File: config.mk
export PLATFORM = sky130hd
export DESIGN_NAME = alu_op_driver
export DESIGN_NICKNAME = d
export VERILOG_FILES = /design/src/rtl/alu_op_driver.sv
export SDC_FILE = /design/constraint.sdc
export NUM_CORES = 1
export LEC_CHECK = 0
export ABC_AREA = 1
export CAP_MARGIN = 20
export CORE_AREA = 2 2 225 227
export CTS_CLUSTER_SIZE = 24
export DETAILED_ROUTE_END_ITERATION = 10
export DIE_AREA = 0 0 227 229
export RECOVER_POWER = 50
export SYNTH_ARGS = -nofsm -noshare
export SYNTH_HDL_FRONTEND = slang
export SYNTH_SLANG_ARGS = --single-unit
export TNS_END_PERCENT = 1
File: constraint.sdc
create_clock -name clk -period 8.8 [get_ports clk]
set_input_delay 1.76 -clock clk [delete_from_list [all_inputs] [get_ports clk]]
set_output_delay 1.76 -clock clk [all_outputs]
set_load 0.1 [all_outputs]
File: src/rtl/alu_op_driver.sv
// alu_op_driver: queues ALU requests, issues them one at a time to an external
// ALU, waits a fixed latency, and presents the captured result as a response.
//
// Handshake: a transfer happens on a rising clk edge where valid && ready are
// both high. req_ready depends only on queue occupancy, never on req_valid.
// Once rsp_valid is high, the rsp_* payload is held stable until the transfer.
module alu_op_driver #(
    parameter int FIFO_DEPTH  = 4,
    parameter int ALU_LATENCY = 1
) (
    input  logic        clk,
    input  logic        reset,
    input  logic        req_valid,
    output logic        req_ready,
    input  logic [3:0]  req_op,
    input  logic [31:0] req_a,
    input  logic [31:0] req_b,
    output logic [31:0] alu_inp1,
    output logic [31:0] alu_inp2,
    output logic [3:0]  alu_operation,
    input  logic [31:0] alu_out,
    input  logic        alu_carryFlag,
    input  logic        alu_zeroFlag,
    input  logic        alu_signFlag,
    input  logic        alu_c32,
    output logic        rsp_valid,
    input  logic        rsp_ready,
    output logic [31:0] rsp_result,
    output logic [3:0]  rsp_flags,
    output logic        rsp_err,
    output logic        busy,
    output logic [1:0]  dbg_state
);

    localparam int PW = (FIFO_DEPTH > 1) ? $clog2(FIFO_DEPTH) : 1;
    localparam int CW = $clog2(FIFO_DEPTH + 1);
    localparam int LW = (ALU_LATENCY > 1) ? $clog2(ALU_LATENCY) : 1;

    typedef enum logic [1:0] {
        S_IDLE  = 2'd0,
        S_ISSUE = 2'd1,
        S_WAIT  = 2'd2,
        S_RESP  = 2'd3
    } state_t;

    state_t          state_q, state_d;
    logic [LW-1:0]   cnt_q, cnt_d;

    // Request queue: each entry is {op, a, b}.
    logic [67:0]     mem_q [FIFO_DEPTH];
    logic [PW-1:0]   wr_ptr_q, rd_ptr_q;
    logic [CW-1:0]   count_q;

    logic            full, empty, push, pop;
    logic            load_alu, capture, reserve;
    logic [67:0]     head;
    logic [3:0]      head_op;

    logic [31:0]     alu_inp1_q, alu_inp2_q;
    logic [3:0]      alu_op_q;
    logic [31:0]     rsp_result_q;
    logic [3:0]      rsp_flags_q;
    logic            rsp_err_q;

    assign full    = (count_q == CW'(FIFO_DEPTH));
    assign empty   = (count_q == '0);
    assign push    = req_valid && !full;
    assign head    = mem_q[rd_ptr_q];
    assign head_op = head[67:64];

    // Queue storage: data only, no reset needed since occupancy gates reads.
    always_ff @(posedge clk) begin
        if (push) begin
            mem_q[wr_ptr_q] <= {req_op, req_a, req_b};
        end
    end

    // Queue pointers and occupancy; pointers wrap naturally at a power of two.
    always_ff @(posedge clk or posedge reset) begin
        if (reset) begin
            wr_ptr_q <= '0;
            rd_ptr_q <= '0;
            count_q  <= '0;
        end else begin
            if (push) wr_ptr_q <= wr_ptr_q + 1'b1;
            if (pop)  rd_ptr_q <= rd_ptr_q + 1'b1;
            case ({push, pop})
                2'b10:   count_q <= count_q + 1'b1;
                2'b01:   count_q <= count_q - 1'b1;
                default: count_q <= count_q;
            endcase
        end
    end

    // FSM state and latency counter registers.
    always_ff @(posedge clk or posedge reset) begin
        if (reset) begin
            state_q <= S_IDLE;
            cnt_q   <= '0;
        end else begin
            state_q <= state_d;
            cnt_q   <= cnt_d;
        end
    end

    // Next-state logic plus the one-cycle strobes that steer the datapath.
    always_comb begin
        state_d  = state_q;
        cnt_d    = cnt_q;
        pop      = 1'b0;
        load_alu = 1'b0;
        capture  = 1'b0;
        reserve  = 1'b0;
        case (state_q)
            S_IDLE: begin
                if (!empty) begin
                    pop = 1'b1;
                    if (head_op > 4'd8) begin
                        // Reserved opcode: never reaches the ALU.
                        reserve = 1'b1;
                        state_d = S_RESP;
                    end else begin
                        load_alu = 1'b1;
                        cnt_d    = '0;
                        state_d  = S_ISSUE;
                    end
                end
            end
            S_ISSUE, S_WAIT: begin
                if (cnt_q == LW'(ALU_LATENCY - 1)) begin
                    capture = 1'b1;
                    cnt_d   = '0;
                    state_d = S_RESP;
                end else begin
                    cnt_d   = cnt_q + 1'b1;
                    state_d = S_WAIT;
                end
            end
            S_RESP: begin
                if (rsp_ready) begin
                    state_d = S_IDLE;
                end
            end
            default: begin
                state_d = S_IDLE;
                cnt_d   = '0;
            end
        endcase
    end

    // Operand registers toward the ALU, held for the whole issue window.
    always_ff @(posedge clk or posedge reset) begin
        if (reset) begin
            alu_inp1_q <= '0;
            alu_inp2_q <= '0;
            alu_op_q   <= '0;
        end else if (load_alu) begin
            alu_op_q   <= head_op;
            alu_inp1_q <= head[63:32];
            alu_inp2_q <= head[31:0];
        end
    end

    // Response registers: loaded on the last latency cycle or on a reserved op.
    always_ff @(posedge clk or posedge reset) begin
        if (reset) begin
            rsp_result_q <= '0;
            rsp_flags_q  <= '0;
            rsp_err_q    <= 1'b0;
        end else if (capture) begin
            rsp_result_q <= alu_out;
            rsp_flags_q  <= {alu_c32, alu_signFlag, alu_zeroFlag, alu_carryFlag};
            rsp_err_q    <= 1'b0;
        end else if (reserve) begin
            rsp_result_q <= '0;
            rsp_flags_q  <= '0;
            rsp_err_q    <= 1'b1;
        end
    end

    assign req_ready     = !full;
    assign rsp_valid     = (state_q == S_RESP);
    assign busy          = (state_q != S_IDLE) || !empty;
    assign alu_inp1      = alu_inp1_q;
    assign alu_inp2      = alu_inp2_q;
    assign alu_operation = alu_op_q;
    assign rsp_result    = rsp_result_q;
    assign rsp_flags     = rsp_flags_q;
    assign rsp_err       = rsp_err_q;
    assign dbg_state     = state_q;

endmodule

==> out/results.ini, run 1 <==
[outcome]
status = finished with violations
violations = capacitance limit, slew limit

[clocking]
ctsRootBufferMaster = clkbuf_16
cts_setup_buffers = 0
htree_levels = 2
cts_hold_buf = 0
clk_path_buf_depth = 3
numClockSinks = 386
ctsResizeCount = 0
cts_tree = yes
numCtsBuffers = 42
clkLatencyLatePin_ns = 0.55
clkTransAtPathRegs_ns = 0.06

[sta]
fmax_mhz = 163
slew_headroom_pct = -176
min_period_ns = 6.14
tightestPinTransition_ns = 4.15
finalCritPeriodShare_pct = 69.8
hold_viol = 0
setup_viol = 0
slew_violations = 277
finalSetupTns_ns = 0
finClkSkew_ns = 0.0158
rsz0062_at_grt = false

[die]
die_area_um2 = 52000
num_io_pins = 218
start_util_pct = 29.5
num_rows = 82
core_um2 = 49700
die_w_um = 227
die-height_um = 229

[critical_path]
arrival_ns = 6.19
required_ns = 8.85
worstSetupStartpointType = primary input
endpoint_kind = flip-flop
cp_max_fo = 60
reg2regPathDepth = 8
cp-endpoint = mem_q[3][62]$_DFFE_PP_
reg2reg_slack_ns = 3.07
r2r_end = rsp_flags[2]$_DFFE_PP0P_
path_class = in -> reg
worstReg2RegStart = dbg_state[0]$_DFFE_PP0P_
crit_start = req_valid

[routing]
ant_nets = 0
vias = 9557
dr.pass1.iters = 7
routed_wl_um = 36000
drc = 0
first_iter_violations = 675
drt-vias-per-instance = 4.57
post_drt_wl_per_cell_um = 17.2

[placed_design]
dp_hpwl_um = 20200
dpl-instance-area_um2 = 17500
gp_congestion = 0.684
io_buffer_count = 217
dp.cells = 2008

[cells_and_area]
design_area_um2 = 18800
drive_gt1_share_pct = 5.59
fin_cells = 2092
nets = 1500
area_growth_pct = 28.3

[global_route]
grt_max_degree = 97
grt-ovfl-total = 0
antenna_found_initial = 15
track_usage_pct = 13.7
grt_pass1_vias = 9505
grt_pass1_wl_um = 55000

[yosys]
ys_seq_area_share_pct = 75.1
ys_warn_count = 0
ys_types = 27
ys_seq_elements = 386
synth_cells = 1182
netlist_area_um2 = 14700
synth_top_area_cell = edfxtp_1
synth_nets = 1300
synth_top_cell_area_share_pct = 55.7
avgSynthCellArea_um2 = 12.4
synth.area.top_cells = edfxtp_1, dfrtp_1, nand2_1, o21ai_0, nand3_1

[job]
drv_cap = 4

[min_path]
min_path_type = reg -> reg

-- metal layers --
metal  routed length, um  GRT usage [%]
met5                 104              0
met4                 927           4.90
met3                2580           4.02
met2               17100           22.6
met1               15200           17.0
-- through the flow --
| step | utilization (%) | setup slack, ns | hold WS [ns] |
|---|---|---|---|
| 2_1_floorplan | - | 3.45 | 0.469 |
| 3_3_place_gp | 35.3 | 4.81 | 0.456 |
| 3_5_place_dp | 35.3 | 4.80 | 0.458 |
| 4_1_cts | 37.8 | 4.53 | 0.473 |
| 5_1_grt | 37.9 | 2.27 | 0.489 |
| 6_report | 37.9 | 2.66 | 0.466 |
-- cells in the final DEF (no fill, tap or decap), types with 2 or more instances in the layout --
| cell type | n |
|---|---|
| edfxtp_1 | 272 |
| nand2_1 | 233 |
| clkdlybuf4s50_1 | 146 |
| nor2_1 | 134 |
| o21ai_0 | 133 |
| dfrtp_1 | 112 |
| nand3_1 | 108 |
| dlygate4sd3_1 | 71 |
| o22ai_1 | 64 |
| clkbuf_16 | 44 |
| clkbuf_1 | 19 |
| inv_1 | 14 |
| ha_1 | 9 |
| buf_4 | 9 |
| diode_2 | 6 |
| clkinv_1 | 6 |
| nor2_4 | 5 |
| clkinv_2 | 4 |
| xor2_1 | 3 |
| nand3b_1 | 3 |
| a21oi_1 | 3 |
| nand3_2 | 2 |
| xnor2_1 | 2 |
| clkinv_4 | 2 |
| clkbuf_8 | 2 |
-- how the worst min path moves through the flow --
stage                                  start                       end  slack [ns]  cells after the start
floorplan             count_q[0]$_DFFE_PP0P_    count_q[0]$_DFFE_PP0P_        0.47                      1
global placement    alu_inp2[18]$_DFFE_PP0P_  alu_inp2[18]$_DFFE_PP0P_        0.46                      2
detailed placement  alu_inp1[22]$_DFFE_PP0P_  alu_inp1[22]$_DFFE_PP0P_        0.46                      2
CTS                 alu_inp1[22]$_DFFE_PP0P_  alu_inp1[22]$_DFFE_PP0P_        0.47                      2
global route        alu_inp1[22]$_DFFE_PP0P_  alu_inp1[22]$_DFFE_PP0P_        0.49                      2
finish               alu_inp2[5]$_DFFE_PP0P_   alu_inp2[5]$_DFFE_PP0P_        0.47                      2
-- cell usage after synthesis, drive strengths merged --
cell,count
edfxtp,272
inv,17
clkbuf,54
xor2,3
fa,1
ha,9
buf,20
o22ai,64
a21oi,3
nand3b,3
nand2,234
xnor2,2
nor3,1
clkinv,1
o21ai,135
nand3,110
nor2,139
dfrtp,114
-- sequential cells by signal, summed over array words and instances, names as in the netlist --
register,cells
rsp_err,1
dbg_state,2
rsp_result,32
rsp_flags,4
rd_ptr_q,2
alu_inp1,32
wr_ptr_q,2
count_q,3
alu_inp2,32
alu_operation,4
mem_q,272
-- cell families after synthesis --
| family | after synthesis | share of synthesized area, % |
|---|---|---|
| and+or+nand+nor | 487 | 13.6 |
| DFF | 386 | 75.1 |
| AOI/OAI and AO/OA | 202 | 7.46 |
| buffers and inverters | 92 | 2.61 |
| adders and majority gates | 10 | 0.904 |
| xor gates and xnor gates | 5 | 0.299 |
-- critical path, stage by stage --
cell and delay [ns]:
dlygate4sd3_1 0.52, nand2_1 0.29, nor2_4 0.16, clkbuf_1 0.49, clkbuf_1 2.89
-- area by class of cell --
cell class / instances / area (um^2)
multi-input cells: 704 / 3300
clock buffers: 62 / 1190
diodes: 6 / 15.0
repair buffers: 230 / 2280
fillers: 4820 / 30800
flip-flops and latches: 386 / 11000
inverters: 18 / 71.3
well taps: 672 / 841
clock inverters: 14 / 92.6
Power of run 1 is left out: the tool's default activity adds up to more than one toggle a clock period on the data nets, which glitch-free logic cannot reach.
==> inputs of run 2 (changes only) <==
==> constraint.sdc (replaced) <==
create_clock -name clk -period 5.8 [get_ports clk]
set_input_delay 1.16 -clock clk [delete_from_list [all_inputs] [get_ports clk]]
set_output_delay 1.16 -clock clk [all_outputs]
set_load 0.1 [all_outputs]
==> run 2 against run 1 <==
  * The flow still finishes with violations (capacitance limit, slew limit)
  * Sequential share of layout area decreased by 0.77 points
  * Via count increased by 0.81%
  * Utilization increased by 0.50 points
  * Die area unchanged
  * Register-to-register slack got worse by 0.51 ns
  * First-iteration DRC count increased by 1.5%
  * Critical path type is now reg -> out
==> out/results.ini, run 2 (synthesized netlist as in run 1, its figures left out) <==
[job]
drv_cap = 5  ; was 4

[sta]
slew_headroom_pct = -35.7  ; was -176%
setup_slack_ns = 2.00  ; was 2.66 ns
finClkSkew_ns = 0.0186  ; was 0.0158 ns
slew_violations = 113  ; was 277
hold_viol = 0  ; unchanged
whs_ns = 0.469  ; was 0.466 ns
finalCritPeriodShare_pct = 65.5
tightestPinTransition_ns = 2.04  ; was 4.15 ns
setup_viol = 0  ; unchanged
rsz0062_at_grt = false  ; unchanged
fmax_mhz = 263
min_period_ns = 3.80
finalSetupTns_ns = 0  ; unchanged

[cells_and_area]
nets = 1502  ; was 1,500
mostFrequentLayoutCell = edfxtp_1  ; unchanged
nFillCells = 4802  ; was 4,820
area_growth_pct = 30.0  ; was 28.3%
drive_gt1_share_pct = 6.34  ; was 5.59%
largest_reg_flops = 272  ; unchanged
regMostFlops = mem_q  ; unchanged
final_cell_mix = edfxtp_1, nand2_1, clkdlybuf4s50_1  ; unchanged

[outcome]
status = finished with violations  ; unchanged
violations = capacitance limit, slew limit  ; unchanged

[critical_path]
path_class = reg -> out  ; was in -> reg
r2r_end = alu_inp1[18]$_DFFE_PP0P_  ; was rsp_flags[2]$_DFFE_PP0P_
required_ns = 4.64  ; was 8.85 ns
cp_max_fo = 3  ; was 60
reg2regPathDepth = 7  ; was 8
endpoint_kind = primary output  ; was flip-flop
worstReg2RegStart = rd_ptr_q[0]$_DFFE_PP0P_  ; was dbg_state[0]$_DFFE_PP0P_
reg2reg_slack_ns = 2.56  ; was 3.07 ns
worstSetupStartpointType = flip-flop  ; was primary input
arrival_ns = 2.64  ; was 6.19 ns

[routing]
post_drt_wl_per_cell_um = 17.2  ; about the same
vias = 9634  ; was 9,557
drc = 0  ; unchanged
routed_wl_um = 36100  ; was 36,000 um
drt-vias-per-instance = 4.60  ; was 4.57
dr.pass1.iters = 5  ; was 7
first_iter_violations = 685  ; was 675
ant_nets = 0  ; unchanged

[clocking]
numCtsBuffers = 44  ; was 42
ctsResizeCount = 0  ; unchanged
clk_path_buf_depth = 3  ; unchanged
clkTransAtPathRegs_ns = 0.06  ; about the same
numClockSinks = 386  ; unchanged
cts_setup_buffers = 0  ; unchanged
clkLatencyLatePin_ns = 0.56  ; was 0.55 ns
cts_tree = yes  ; unchanged
ctsRootBufferMaster = clkbuf_16  ; unchanged
htree_levels = 2  ; unchanged
cts_hold_buf = 0  ; unchanged

[die]
num_rows = 82  ; unchanged
core_um2 = 49700  ; unchanged
die_area_um2 = 52000  ; unchanged
num_io_pins = 218  ; unchanged
die_w_um = 227  ; unchanged
die-height_um = 229  ; unchanged
start_util_pct = 29.5  ; unchanged

[placed_design]
dp_hpwl_um = 20500  ; was 20,200 um
gp_congestion = 0.687  ; was 0.684
pre_cts_ws_ns = 2.34  ; was 4.80 ns
io_buffer_count = 217  ; unchanged

[min_path]
min_path_type = reg -> reg  ; unchanged
hold-path-cell-count = 2  ; unchanged
min_from = alu_inp2[31]$_DFFE_PP0P_  ; was alu_inp2[5]$_DFFE_PP0P_
hold_end = alu_inp2[31]$_DFFE_PP0P_  ; was alu_inp2[5]$_DFFE_PP0P_

[global_route]
grt_pass1_wl_um = 54800  ; was 55,000 um
grt_pass1_vias = 9514  ; was 9,505
antenna_found_initial = 11  ; was 15
track_usage_pct = 13.7  ; about the same
grt-ovfl-total = 0  ; unchanged
grt_max_degree = 112  ; was 97

## run 2: cell type report
class	count	area [um^2]	area share (%)
Sequential cell	386	11000	57.8
Multi-Input combinational cell	704	3280	17.2
Timing Repair Buffer	230	2340	12.3
Clock buffer	58	1190	6.26
Tap cell	672	841	4.41
Clock inverter	23	297	1.56
Inverter	18	75.1	0.394
Antenna cell	5	12.5	0.0656
## run 2: layer usage
| metal | track usage [%] | part of all wire [%] |
|---|---|---|
| met5 | 0 | 0.17 |
| met4 | 5.15 | 2.3 |
| met3 | 3.34 | 6.1 |
| met2 | 23.2 | 49 |
| met1 | 16.9 | 43 |
## run 2: critical path, cell delays in order, from the launching register on
cell and delay [ns]:
dfrtp_1 0.40, nor3_1 0.51, nand2_1 0.16, clkdlybuf4s50_1 1.01
## run 2: worst max-delay path by stage
stage / start / to / slack (ns) / depth (start not counted)
2_1_floorplan: count_q[1]$_DFFE_PP0P_ / mem_q[0][0]$_DFFE_PP_ / 0.81 / 4
3_3_place_gp: req_valid / mem_q[2][53]$_DFFE_PP_ / 2.38 / 4
3_5_place_dp: req_valid / mem_q[0][58]$_DFFE_PP_ / 2.34 / 4
4_1_cts: count_q[0]$_DFFE_PP0P_ / busy / 1.98 / 3
5_1_grt: reset / rsp_err$_DFFE_PP0P_ / 1.56 / 3
6_report: count_q[0]$_DFFE_PP0P_ / busy / 2.00 / 3
## run 2: per-stage QoR
stage / instances / util [%] / cell area, um^2
after floorplan: 1182 / - / 14700
after global placement: 2008 / 35.4 / 17600
after detailed placement: 2008 / 35.4 / 17600
after CTS: 2089 / 38.4 / 19000
after global routing: 2094 / 38.4 / 19100
final: 2096 / 38.4 / 19100
Power of run 2 is left out for the same reason.
